File: src/rtl/mem_stream_pkg.sv
// Shared types and constants for the memory stream reader and its output FIFO.
package mem_stream_pkg;

    localparam int DEFAULT_DATA_WIDTH = 8;
    localparam int DEFAULT_ADDR_WIDTH = 2;

    typedef enum logic [1:0] {
        IDLE,
        RUN,
        DRAIN,
        FIN
    } mem_stream_state_t;

    // A run can never be longer than the memory itself.
    function automatic int clamp_len(input int req_len, input int depth);
        return (req_len > depth) ? depth : req_len;
    endfunction

endpackage

File: src/rtl/mem_stream_reader_fifo.sv
// Two-entry register FIFO; entry0 is always the head so the output is a plain flop.
module reg_fifo2 #(
    parameter int WIDTH = 9
) (
    input  logic             clk,
    input  logic             clr_n,
    input  logic             push,
    input  logic             pop,
    input  logic [WIDTH-1:0] din,
    output logic [WIDTH-1:0] head,
    output logic [1:0]       count
);

    logic [WIDTH-1:0] entry0_q, entry0_d;
    logic [WIDTH-1:0] entry1_q, entry1_d;
    logic [1:0]       count_q, count_d;

    always_comb begin
        entry0_d = entry0_q;
        entry1_d = entry1_q;
        count_d  = count_q;
        case ({push, pop})
            2'b10: begin
                if (count_q == 2'd0) begin
                    entry0_d = din;
                    count_d  = 2'd1;
                end else if (count_q == 2'd1) begin
                    entry1_d = din;
                    count_d  = 2'd2;
                end
            end
            2'b01: begin
                if (count_q != 2'd0) begin
                    entry0_d = entry1_q;
                    count_d  = count_q - 2'd1;
                end
            end
            2'b11: begin
                // Simultaneous push and pop keeps occupancy; only the data shifts.
                if (count_q == 2'd2) begin
                    entry0_d = entry1_q;
                    entry1_d = din;
                end else if (count_q == 2'd1) begin
                    entry0_d = din;
                end else begin
                    entry0_d = din;
                    count_d  = 2'd1;
                end
            end
            default: ;
        endcase
    end

    always_ff @(posedge clk) begin
        if (!clr_n) begin
            entry0_q <= '0;
            entry1_q <= '0;
            count_q  <= 2'd0;
        end else begin
            entry0_q <= entry0_d;
            entry1_q <= entry1_d;
            count_q  <= count_d;
        end
    end

    assign head  = entry0_q;
    assign count = count_q;

endmodule

File: src/rtl/mem_stream_reader.sv
// Fetches a run of words from a synchronous-read memory and streams them out
// on a valid/ready interface, throttling reads so the 2-entry FIFO never overflows.
module mem_stream_reader
    import mem_stream_pkg::*;
#(
    parameter int DATA_WIDTH = DEFAULT_DATA_WIDTH,
    parameter int ADDR_WIDTH = DEFAULT_ADDR_WIDTH
) (
    input  logic                  clk,
    input  logic                  rst_n,
    input  logic                  start,
    input  logic [ADDR_WIDTH-1:0] base,
    input  logic [ADDR_WIDTH:0]   len,
    output logic                  busy,
    output logic                  done,
    output logic                  rd_en,
    output logic [ADDR_WIDTH-1:0] rd_addr,
    input  logic [DATA_WIDTH-1:0] rd_data,
    output logic [DATA_WIDTH-1:0] out_data,
    output logic                  out_vld,
    input  logic                  out_rdy,
    output logic                  out_last
);

    localparam int DEPTH = 2 ** ADDR_WIDTH;
    localparam int LW    = ADDR_WIDTH + 1;

    mem_stream_state_t state_q, state_d;

    logic [ADDR_WIDTH-1:0] addr_q, addr_d;
    logic [LW-1:0]         len_q, len_d;
    logic [LW-1:0]         issued_q, issued_d;
    logic                  inflight_q, inflight_d;
    logic                  inflight_last_q, inflight_last_d;
    logic                  busy_q, busy_d;
    logic                  done_q, done_d;

    logic [LW-1:0]         len_clamped;
    logic [DATA_WIDTH:0]   fifo_head;
    logic [1:0]            fifo_count;
    logic                  pop;
    logic                  can_issue;
    logic                  issue_last;

    assign len_clamped = LW'(clamp_len(32'(len), DEPTH));

    assign out_vld  = (fifo_count != 2'd0);
    assign out_data = fifo_head[DATA_WIDTH-1:0];
    assign out_last = out_vld & fifo_head[DATA_WIDTH];
    assign pop      = out_vld & out_rdy;

    // A new read is safe if words held plus the one returning, minus this pop, leave a free slot.
    assign can_issue  = ({1'b0, fifo_count} + {2'b00, inflight_q}) < (3'd2 + {2'b00, pop});
    assign rd_en      = (state_q == RUN) && can_issue;
    assign rd_addr    = addr_q;
    assign issue_last = (issued_q == (len_q - LW'(1)));

    assign busy = busy_q;
    assign done = done_q;

    always_comb begin
        state_d         = state_q;
        addr_d          = addr_q;
        len_d           = len_q;
        issued_d        = issued_q;
        inflight_d      = rd_en;
        inflight_last_d = rd_en & issue_last;
        busy_d          = busy_q;
        done_d          = 1'b0;
        case (state_q)
            IDLE: begin
                if (start) begin
                    addr_d   = base;
                    len_d    = len_clamped;
                    issued_d = '0;
                    if (len_clamped == '0) begin
                        state_d = FIN;
                        done_d  = 1'b1;
                    end else begin
                        state_d = RUN;
                        busy_d  = 1'b1;
                    end
                end
            end
            RUN: begin
                if (rd_en) begin
                    addr_d   = addr_q + ADDR_WIDTH'(1);
                    issued_d = issued_q + LW'(1);
                    if (issue_last) begin
                        state_d = DRAIN;
                    end
                end
            end
            DRAIN: begin
                if (pop && out_last) begin
                    state_d = FIN;
                    busy_d  = 1'b0;
                    done_d  = 1'b1;
                end
            end
            FIN: begin
                state_d = IDLE;
            end
            default: begin
                state_d = IDLE;
            end
        endcase
    end

    // Clearing the in-flight flag on reset is what discards a read returning after an abort.
    always_ff @(posedge clk) begin
        if (!rst_n) begin
            state_q         <= IDLE;
            addr_q          <= '0;
            len_q           <= '0;
            issued_q        <= '0;
            inflight_q      <= 1'b0;
            inflight_last_q <= 1'b0;
            busy_q          <= 1'b0;
            done_q          <= 1'b0;
        end else begin
            state_q         <= state_d;
            addr_q          <= addr_d;
            len_q           <= len_d;
            issued_q        <= issued_d;
            inflight_q      <= inflight_d;
            inflight_last_q <= inflight_last_d;
            busy_q          <= busy_d;
            done_q          <= done_d;
        end
    end

    reg_fifo2 #(
        .WIDTH(DATA_WIDTH + 1)
    ) u_fifo (
        .clk  (clk),
        .clr_n(rst_n),
        .push (inflight_q),
        .pop  (pop),
        .din  ({inflight_last_q, rd_data}),
        .head (fifo_head),
        .count(fifo_count)
    );

endmodule
File: config.mk
export PLATFORM = sky130hd
export DESIGN_NAME = mem_stream_reader
export DESIGN_NICKNAME = d
export VERILOG_FILES = /design/src/rtl/mem_stream_pkg.sv /design/src/rtl/mem_stream_reader_fifo.sv /design/src/rtl/mem_stream_reader.sv
export SDC_FILE = /design/constraint.sdc
export NUM_CORES = 1
export LEC_CHECK = 0
export ABC_AREA = 1
export ABC_CLOCK_PERIOD_IN_PS = 1600
export CORE_MARGIN = 5
export CORE_UTILIZATION = 40
export DETAILED_ROUTE_END_ITERATION = 6
export DONT_BUFFER_PORTS = 1
export PLACE_DENSITY = 0.53
export SLEW_MARGIN = 30
export SYNTH_ARGS = -nofsm -noshare
export SYNTH_HDL_FRONTEND = slang
export SYNTH_HIERARCHICAL = 1
export SYNTH_SLANG_ARGS = --single-unit
export TNS_END_PERCENT = 30
File: constraint.sdc
create_clock -name clk -period 1.6 [get_ports clk]
set_clock_uncertainty 0.2 [all_clocks]
set_input_delay 0.32 -clock clk [delete_from_list [all_inputs] [get_ports clk]]
set_output_delay 0.32 -clock clk [all_outputs]
set_load 0.02 [all_outputs]
==> results of run 1 <==
## cells by family after synthesis
kind of cell / after synthesis
buffers and inverters: 64
adders and majority gates: 11
xor gates and xnor gates: 2
DFF: 34
and+or+nand+nor: 163
AOI/OAI and AO/OA: 30
## flip-flops by register name (all words and copies together), names as in the netlist
register and flops:
inflight_q 1, done 1, u_fifo/head 9, busy 1
rd_addr 2, inflight_last_q 1, issued_q 3, state_q 2
u_fifo/entry1_q 9, u_fifo/count 2, len_q 3
## placed cells by master (no fill, tap or decap), types with 4 or more instances in the layout
cell,synthesis,final
sky130_fd_sc_hd__nand2_1,87,81
sky130_fd_sc_hd__inv_1,54,49
sky130_fd_sc_hd__nor2_1,37,34
sky130_fd_sc_hd__dfxtp_1,34,27
sky130_fd_sc_hd__buf_4,0,22
sky130_fd_sc_hd__nand3_1,20,14
sky130_fd_sc_hd__dlygate4sd3_1,0,10
sky130_fd_sc_hd__nand2_2,8,9
sky130_fd_sc_hd__a21oi_1,9,8
sky130_fd_sc_hd__nand3_2,1,6
sky130_fd_sc_hd__nand2_4,3,6
sky130_fd_sc_hd__clkbuf_8,0,6
sky130_fd_sc_hd__o21ai_1,0,6
sky130_fd_sc_hd__inv_2,2,5
sky130_fd_sc_hd__ha_1,11,5
sky130_fd_sc_hd__ha_4,0,5
sky130_fd_sc_hd__nor2_4,3,4
sky130_fd_sc_hd__o21ai_0,10,4
sky130_fd_sc_hd__o21ai_2,2,4
sky130_fd_sc_hd__dfxtp_2,0,4
## Yosys cell counts
master                      n  share of area
sky130_fd_sc_hd__buf_6      4          0.022
sky130_fd_sc_hd__nor3_1     3         0.0074
sky130_fd_sc_hd__nand2_4    3          0.017
sky130_fd_sc_hd__o21ai_0   10          0.025
sky130_fd_sc_hd__a31oi_1    1         0.0031
sky130_fd_sc_hd__nand2_1   87           0.16
sky130_fd_sc_hd__o22ai_1    1         0.0031
sky130_fd_sc_hd__o21ai_2    2         0.0087
sky130_fd_sc_hd__buf_1      1         0.0019
sky130_fd_sc_hd__a21oi_2    1         0.0043
sky130_fd_sc_hd__xnor2_1    2         0.0087
sky130_fd_sc_hd__inv_2      2         0.0037
sky130_fd_sc_hd__nand3_2    1         0.0050
sky130_fd_sc_hd__nand3_1   20          0.050
sky130_fd_sc_hd__inv_4      1         0.0031
sky130_fd_sc_hd__nor2_4     3          0.017
sky130_fd_sc_hd__o21ai_4    1         0.0081
sky130_fd_sc_hd__nand2_2    8          0.025
sky130_fd_sc_hd__a21oi_1    9          0.022
sky130_fd_sc_hd__o21a_1     3          0.011
sky130_fd_sc_hd__o21bai_1   1         0.0037
sky130_fd_sc_hd__a21oi_4    1         0.0081
sky130_fd_sc_hd__ha_1      11          0.068
sky130_fd_sc_hd__inv_1     54           0.10
sky130_fd_sc_hd__dfxtp_1   34           0.34
sky130_fd_sc_hd__nor2_1    37          0.069
sky130_fd_sc_hd__and3_1     1         0.0031
sky130_fd_sc_hd__clkinv_1   2         0.0037
## metal layers
metal	routed length (um)	up-vias	global-route usage
met2	2360	28	0.286
met3	189	4	0.0421
met5	0	-	0
li1	-	1008	-
met4	40	0	0.0355
met1	2260	833	0.199
## timing repair
item,in CTS,in global routing
endpoints found under the setup margin,19,33
hold buffers,11,0
gates resized for setup,38,19
pin swaps,18,13
hold endpoints to repair,18,0
setup buffers,4,2
gates cloned,3,0
## power by group through the flow
| stage | combinational (W) | sequential [W] | clock, W |
|---|---|---|---|
| 2_1_floorplan | 0.00136 | 0.00132 | 0 |
| 3_3_place_gp | 0.00184 | 0.00134 | 0 |
| 3_5_place_dp | 0.00185 | 0.00134 | 0 |
| 4_1_cts | 0.00228 | 0.00133 | 0.000948 |
| 5_1_grt | 0.00269 | 0.00136 | 0.000988 |
| 6_report | 0.00240 | 0.00134 | 0.000920 |
## worst min path at each step
| stage | depth (start not counted) | end | from |
|---|---|---|---|
| after floorplan | 2 | issued_q[0]$_SDFFE_PN0P_ | rst_n |
| after global placement | 2 | u_fifo/count[0]$_SDFFE_PN0P_ | rst_n |
| after detailed placement | 2 | u_fifo/count[0]$_SDFFE_PN0P_ | rst_n |
| after CTS | 4 | u_fifo/head[1]$_SDFFE_PN0P_ | rst_n |
| after global routing | 4 | u_fifo/head[1]$_SDFFE_PN0P_ | rst_n |
| final | 4 | u_fifo/head[1]$_SDFFE_PN0P_ | rst_n |
## stage by stage
| step | instance area, sq um | power [W] |
|---|---|---|
| 6_report | 2750 | 0.00465 |
| 4_1_cts | 2670 | 0.00456 |
| 5_1_grt | 2750 | 0.00504 |
| 3_5_place_dp | 2230 | 0.00320 |
| 3_3_place_gp | 2230 | 0.00318 |
| 2_1_floorplan | 2050 | 0.00268 |
## final cells by class
cell class	count	area share
Clock buffer	7	0.0392
Clock inverter	1	0.0109
Inverter	59	0.0852
Multi-Input combinational cell	209	0.467
Sequential cell	34	0.254
Tap cell	67	0.0305
Timing Repair Buffer	36	0.113
## worst max-delay path: cells and delay by family (launching register included)
kind	cells	cell delay (ps)
simple gates	3	320
flops	1	360
fa+ha+maj	2	370
==> flow_metrics.tcl, run 1 <==
set metrics [dict create \
    outcome "finished with violations" \
    failed_checks "negative setup slack" \
    setup_violations 29 \
    power_frac_comb 0.515 \
    gpl.final_weighted_congestion 0.826 \
    cpMaxStageDelayCell "sky130_fd_sc_hd__dfxtp_4" \
    power.net_switching_w 0.00198 \
    basic_gate_share_of_the_synthesized_area_counting_and_or_nand_and_nor_cells 0.354 \
    synth_fp_nets 332 \
    synth.yosys.seq_area_share 0.337 \
    muxShareOfSynthArea 0 \
    largest_net_degree_at_the_start_of_global_routing 19 \
    number_of_global_route_vias_before_repair 1866 \
    route.final.wire_length_um 4860 \
    maxCapViolations 0 \
    global_route_wire_length_before_repair_um 8420 \
    timing.final.hold_violations 0 \
    grt_util_all_layers 0.163 \
    dp_hpwl_um 3200 \
    synth_compound_gate_area_share 0.0973 \
    syn_inst 304 \
    drv_slew 0 \
    internal_power_contribution_w 0.00267 \
    start_util 0.419 \
    cp-startpoint "u_fifo/count[0]$_SDFFE_PN0P_" \
    multi_input_comb_area_sq_mm 0.00128 \
    fp.dieArea_sq_mm 0.00657 \
    hp-class "input port to register" \
    die_width_um 81.1 \
    worstReg2RegStart "u_fifo/count[0]$_SDFFE_PN0P_" \
    die-height_um 81.1 \
    synth-xor-area-share 0.00867 \
    ys_seq_elements 34 \
    reg2reg_depth 12 \
    placeable_area_sq_mm 0.00482 \
    post-route-drc-count 0 \
    setup_repair_after_global_routing_missed_its_margin "yes" \
    place.port_buffers 0 \
    avgViaCountPerCell 4.54 \
    cp_max_fo 3 \
    final.period_utilization 1.15 \
    final.setup.tns_ps -1980 \
    grt-ovfl-total 0 \
    syn_avg_cell_area_sq_um 6.64 \
    pwr-share-clk 0.198 \
    cts_buffers 5 \
    first_pass_iters 4 \
    p_sw_frac 0.425 \
    antenna_cells_inserted 0 \
    synthAdderAreaFrac 0.0682 \
    htree_num_levels 2 \
    cp_data_arrival_time_ps 1330 \
    post_drt_wl_per_cell_um 11.8 \
    critPathKind "register to output pin" \
    power_per_cell_area_mw_per_mm2 1690 \
    std_cell_rows 25 \
    hold_slack_ps 12.1 \
    initialDrtViolationCount 48 \
    cts_max_path_buffers 2 \
    slowest_delay_ps 360 \
    register_area_sq_um 697 \
    relSlewSlack 0.520 \
    layout-area-overhead-vs-synth_pct 35.9 \
    seqPwrFrac 0.287 \
    clock-root-buffer "sky130_fd_sc_hd__clkbuf_8" \
    post_route_cells_drive_above_1_share 0.272 \
    synth_top_family_by_area "simple AND/OR/NAND/NOR gates" \
    endpoint "rd_en" \
    leakagePower_nw 1.36 \
    critPathRequiredTime_ps 1080 \
    max_slew.worst_pin.slew_ps 720 \
    dp_slack_ps -117 \
    critPathLaunchType "register" \
    synth_cell_types 28 \
    post_layout_cell_count 413 \
    timing.rr.end "u_fifo/count[1]$_SDFFE_PN0P_" \
    final.fill_count 475 \
    fin_nets 373 \
    yosys_warnings 6 \
    fmax_mhz 541 \
    via_count 1873 \
    clock_sinks 34 \
    final_antenna_net_count 0 \
    clkLatencyLatePin_ps 280 \
    boundaryPins 32 \
    critical_path.cell_chain "ha_4, ha_4, nand2_4, nand2_4, nor2_4" \
    finalWorstSetupSlack_ps -248 \
    final_util 0.570 \
    largest_vdd_supply_drop_v 0.000891 \
    final_period_minus_worst_setup_slack_ps 1850 \
    clk_transition_reported_paths_ps 70 \
    cts_tree "yes" \
    end_kind "output pin" \
    worst-r2r-setup-slack_ps -110 \
    syn_area_sq_mm 0.00202 \
    placed_cells_incl_taps 385 \
    antenna_violations_before_repair 0 \
]
Power figures use the tool's default switching activity.
==> inputs of run 2 (changes only) <==
MAX_ROUTING_LAYER = met4   (was default)
==> flow_metrics.tcl, run 2 (same netlist as run 1, synthesis figures left out) <==
set metrics [dict create \
    outcome "finished with violations" \
    failed_checks "negative setup slack" \
    cp_max_fo 3 \
    cp_data_arrival_time_ps 1330 \
    largest_vdd_supply_drop_v 0.000891 \
    cp.buffers_inverters 0 \
    clock_sinks 34 \
    critical_path.cell_chain "ha_4, ha_4, nand2_4, nand2_4, nor2_4" \
    final.setup.tns_ps -1970 \
    fp.dieArea_sq_mm 0.00657 \
    place.port_buffers 0 \
    fin_nets 373 \
    cpMaxStageDelayCell "sky130_fd_sc_hd__dfxtp_4" \
    max_slew.worst_pin.slew_ps 720 \
    crit_family "adder cells" \
    leakagePower_nw 1.36 \
    gpl.final_weighted_congestion 0.839 \
    most_used_cells_in_the_layout_excluding_fill_and_tap_cells "81 x sky130_fd_sc_hd__nand2_1, 49 x sky130_fd_sc_hd__inv_1, 34 x sky130_fd_sc_hd__nor2_1" \
    via_count 1872 \
    final_antenna_net_count 0 \
    final.period_utilization 1.15 \
    hold_slack_ps 11.2 \
    maxCapViolations 0 \
    setup_violations 29 \
    clkLatencyLatePin_ps 280 \
    final_util 0.570 \
    global_route_wire_length_before_repair_um 8420 \
    critPathKind "register to output pin" \
    first_pass_iters 4 \
    cts_max_path_buffers 2 \
    post_drt_wl_per_cell_um 11.8 \
    mostFrequentLayoutCell "sky130_fd_sc_hd__nand2_1" \
    register_area_sq_um 697 \
    cts_tree "yes" \
    setup_repair_after_global_routing_missed_its_margin "yes" \
    grt-ovfl-total 0 \
    initialDrtViolationCount 48 \
    relSlewSlack 0.520 \
    post_layout_cell_count 413 \
    start_util 0.419 \
    hp-class "input port to register" \
    power_per_cell_area_mw_per_mm2 1690 \
    end_kind "output pin" \
    placed_cells_incl_taps 385 \
    layout-area-overhead-vs-synth_pct 35.9 \
    dp_hpwl_um 3200 \
    grt_util_all_layers 0.167 \
    avgViaCountPerCell 4.53 \
    post_route_cells_drive_above_1_share 0.272 \
    multi_input_comb_area_sq_mm 0.00128 \
    timing.final.hold_violations 0 \
    die_width_um 81.1 \
    final.fill_count 475 \
    htree_num_levels 2 \
    cts_buffers 5 \
    route.final.wire_length_um 4860 \
    finalWorstSetupSlack_ps -248 \
    largest_net_degree_at_the_start_of_global_routing 19 \
    critPathRequiredTime_ps 1080 \
    drv_slew 0 \
    fmax_mhz 541 \
    antenna_cells_inserted 0 \
    boundaryPins 32 \
    post-route-drc-count 0 \
    antenna_violations_before_repair 0 \
    clock-root-buffer "sky130_fd_sc_hd__clkbuf_8" \
    slowest_delay_ps 360 \
    final_period_minus_worst_setup_slack_ps 1850 \
    number_of_global_route_vias_before_repair 1870 \
    die-height_um 81.1 \
    placeable_area_sq_mm 0.00482 \
    std_cell_rows 25 \
    clk_transition_reported_paths_ps 70 \
    power.total_w 0.00465 \
    critPathLaunchType "register" \
]
## run 2: cell counts in the layout (fill, tap and decap cells not counted)
Identical to the previous run, type by type.
## run 2: power breakdown
part / internal, W / switching, W / leakage, nW / total, W
Clock: 0.000602 / 0.000320 / 0.0696 / 0.000921
Sequential: 0.00106 / 0.000279 / 0.281 / 0.00134
Combinational: 0.00102 / 0.00138 / 1.01 / 0.00240
## run 2: cell type report
cell class / count / area share
Multi-Input combinational cell: 209 / 0.467
Sequential cell: 34 / 0.254
Timing Repair Buffer: 36 / 0.113
Inverter: 59 / 0.0852
Clock buffer: 7 / 0.0392
Tap cell: 67 / 0.0305
Clock inverter: 1 / 0.0109
## run 2: repair_timing
| action | in CTS | in global routing |
|---|---|---|
| pin swaps | 18 | 13 |
| setup buffers | 4 | 2 |
| hold buffers | 11 | 0 |
| hold endpoints to repair | 18 | 0 |
| setup endpoints to repair | 19 | 33 |
| gates resized for setup | 38 | 19 |
| gates cloned | 3 | 0 |
## run 2: metal layers
metal	routed length (um)	vias to the layer above	global-route usage	part of all wire
met4	40	0	0.0355	0.0082
met1	2280	833	0.201	0.47
met5	0	-	-	0
met2	2360	27	0.285	0.49
li1	-	1008	-	-
met3	180	4	0.0399	0.037
## run 2: metrics by stage
step	area, sq um	setup WS (ps)
floorplan	2050	-6.11
global route	2750	-297
global placement	2230	-112
detailed placement	2230	-117
CTS	2670	-263
finish	2750	-248
## run 2: worst paths after layout
check                                     from                           end  slack, ps  cells after the start
setup / recovery  u_fifo/count[0]$_SDFFE_PN0P_                         rd_en       -250                      5
hold / removal                           rst_n   u_fifo/head[1]$_SDFFE_PN0P_         10                      4
setup reg to reg  u_fifo/count[0]$_SDFFE_PN0P_  u_fifo/count[1]$_SDFFE_PN0P_       -110                     12
hold reg to reg          len_q[1]$_SDFFE_PN0P_         len_q[1]$_SDFFE_PN0P_        270                      2
## run 2: worst reg2reg max path, cell delays in order (launching register included)
cell                      delay, ps
sky130_fd_sc_hd__dfxtp_4        370
sky130_fd_sc_hd__buf_4          120
sky130_fd_sc_hd__buf_6          110
sky130_fd_sc_hd__inv_6           40
sky130_fd_sc_hd__buf_4          130
sky130_fd_sc_hd__ha_2           180
sky130_fd_sc_hd__inv_1           50
sky130_fd_sc_hd__nand2_1         50
sky130_fd_sc_hd__nand2_1         70
sky130_fd_sc_hd__nand3_2         90
sky130_fd_sc_hd__nand2_1         70
sky130_fd_sc_hd__nand2_1         40
sky130_fd_sc_hd__nor2_1         120
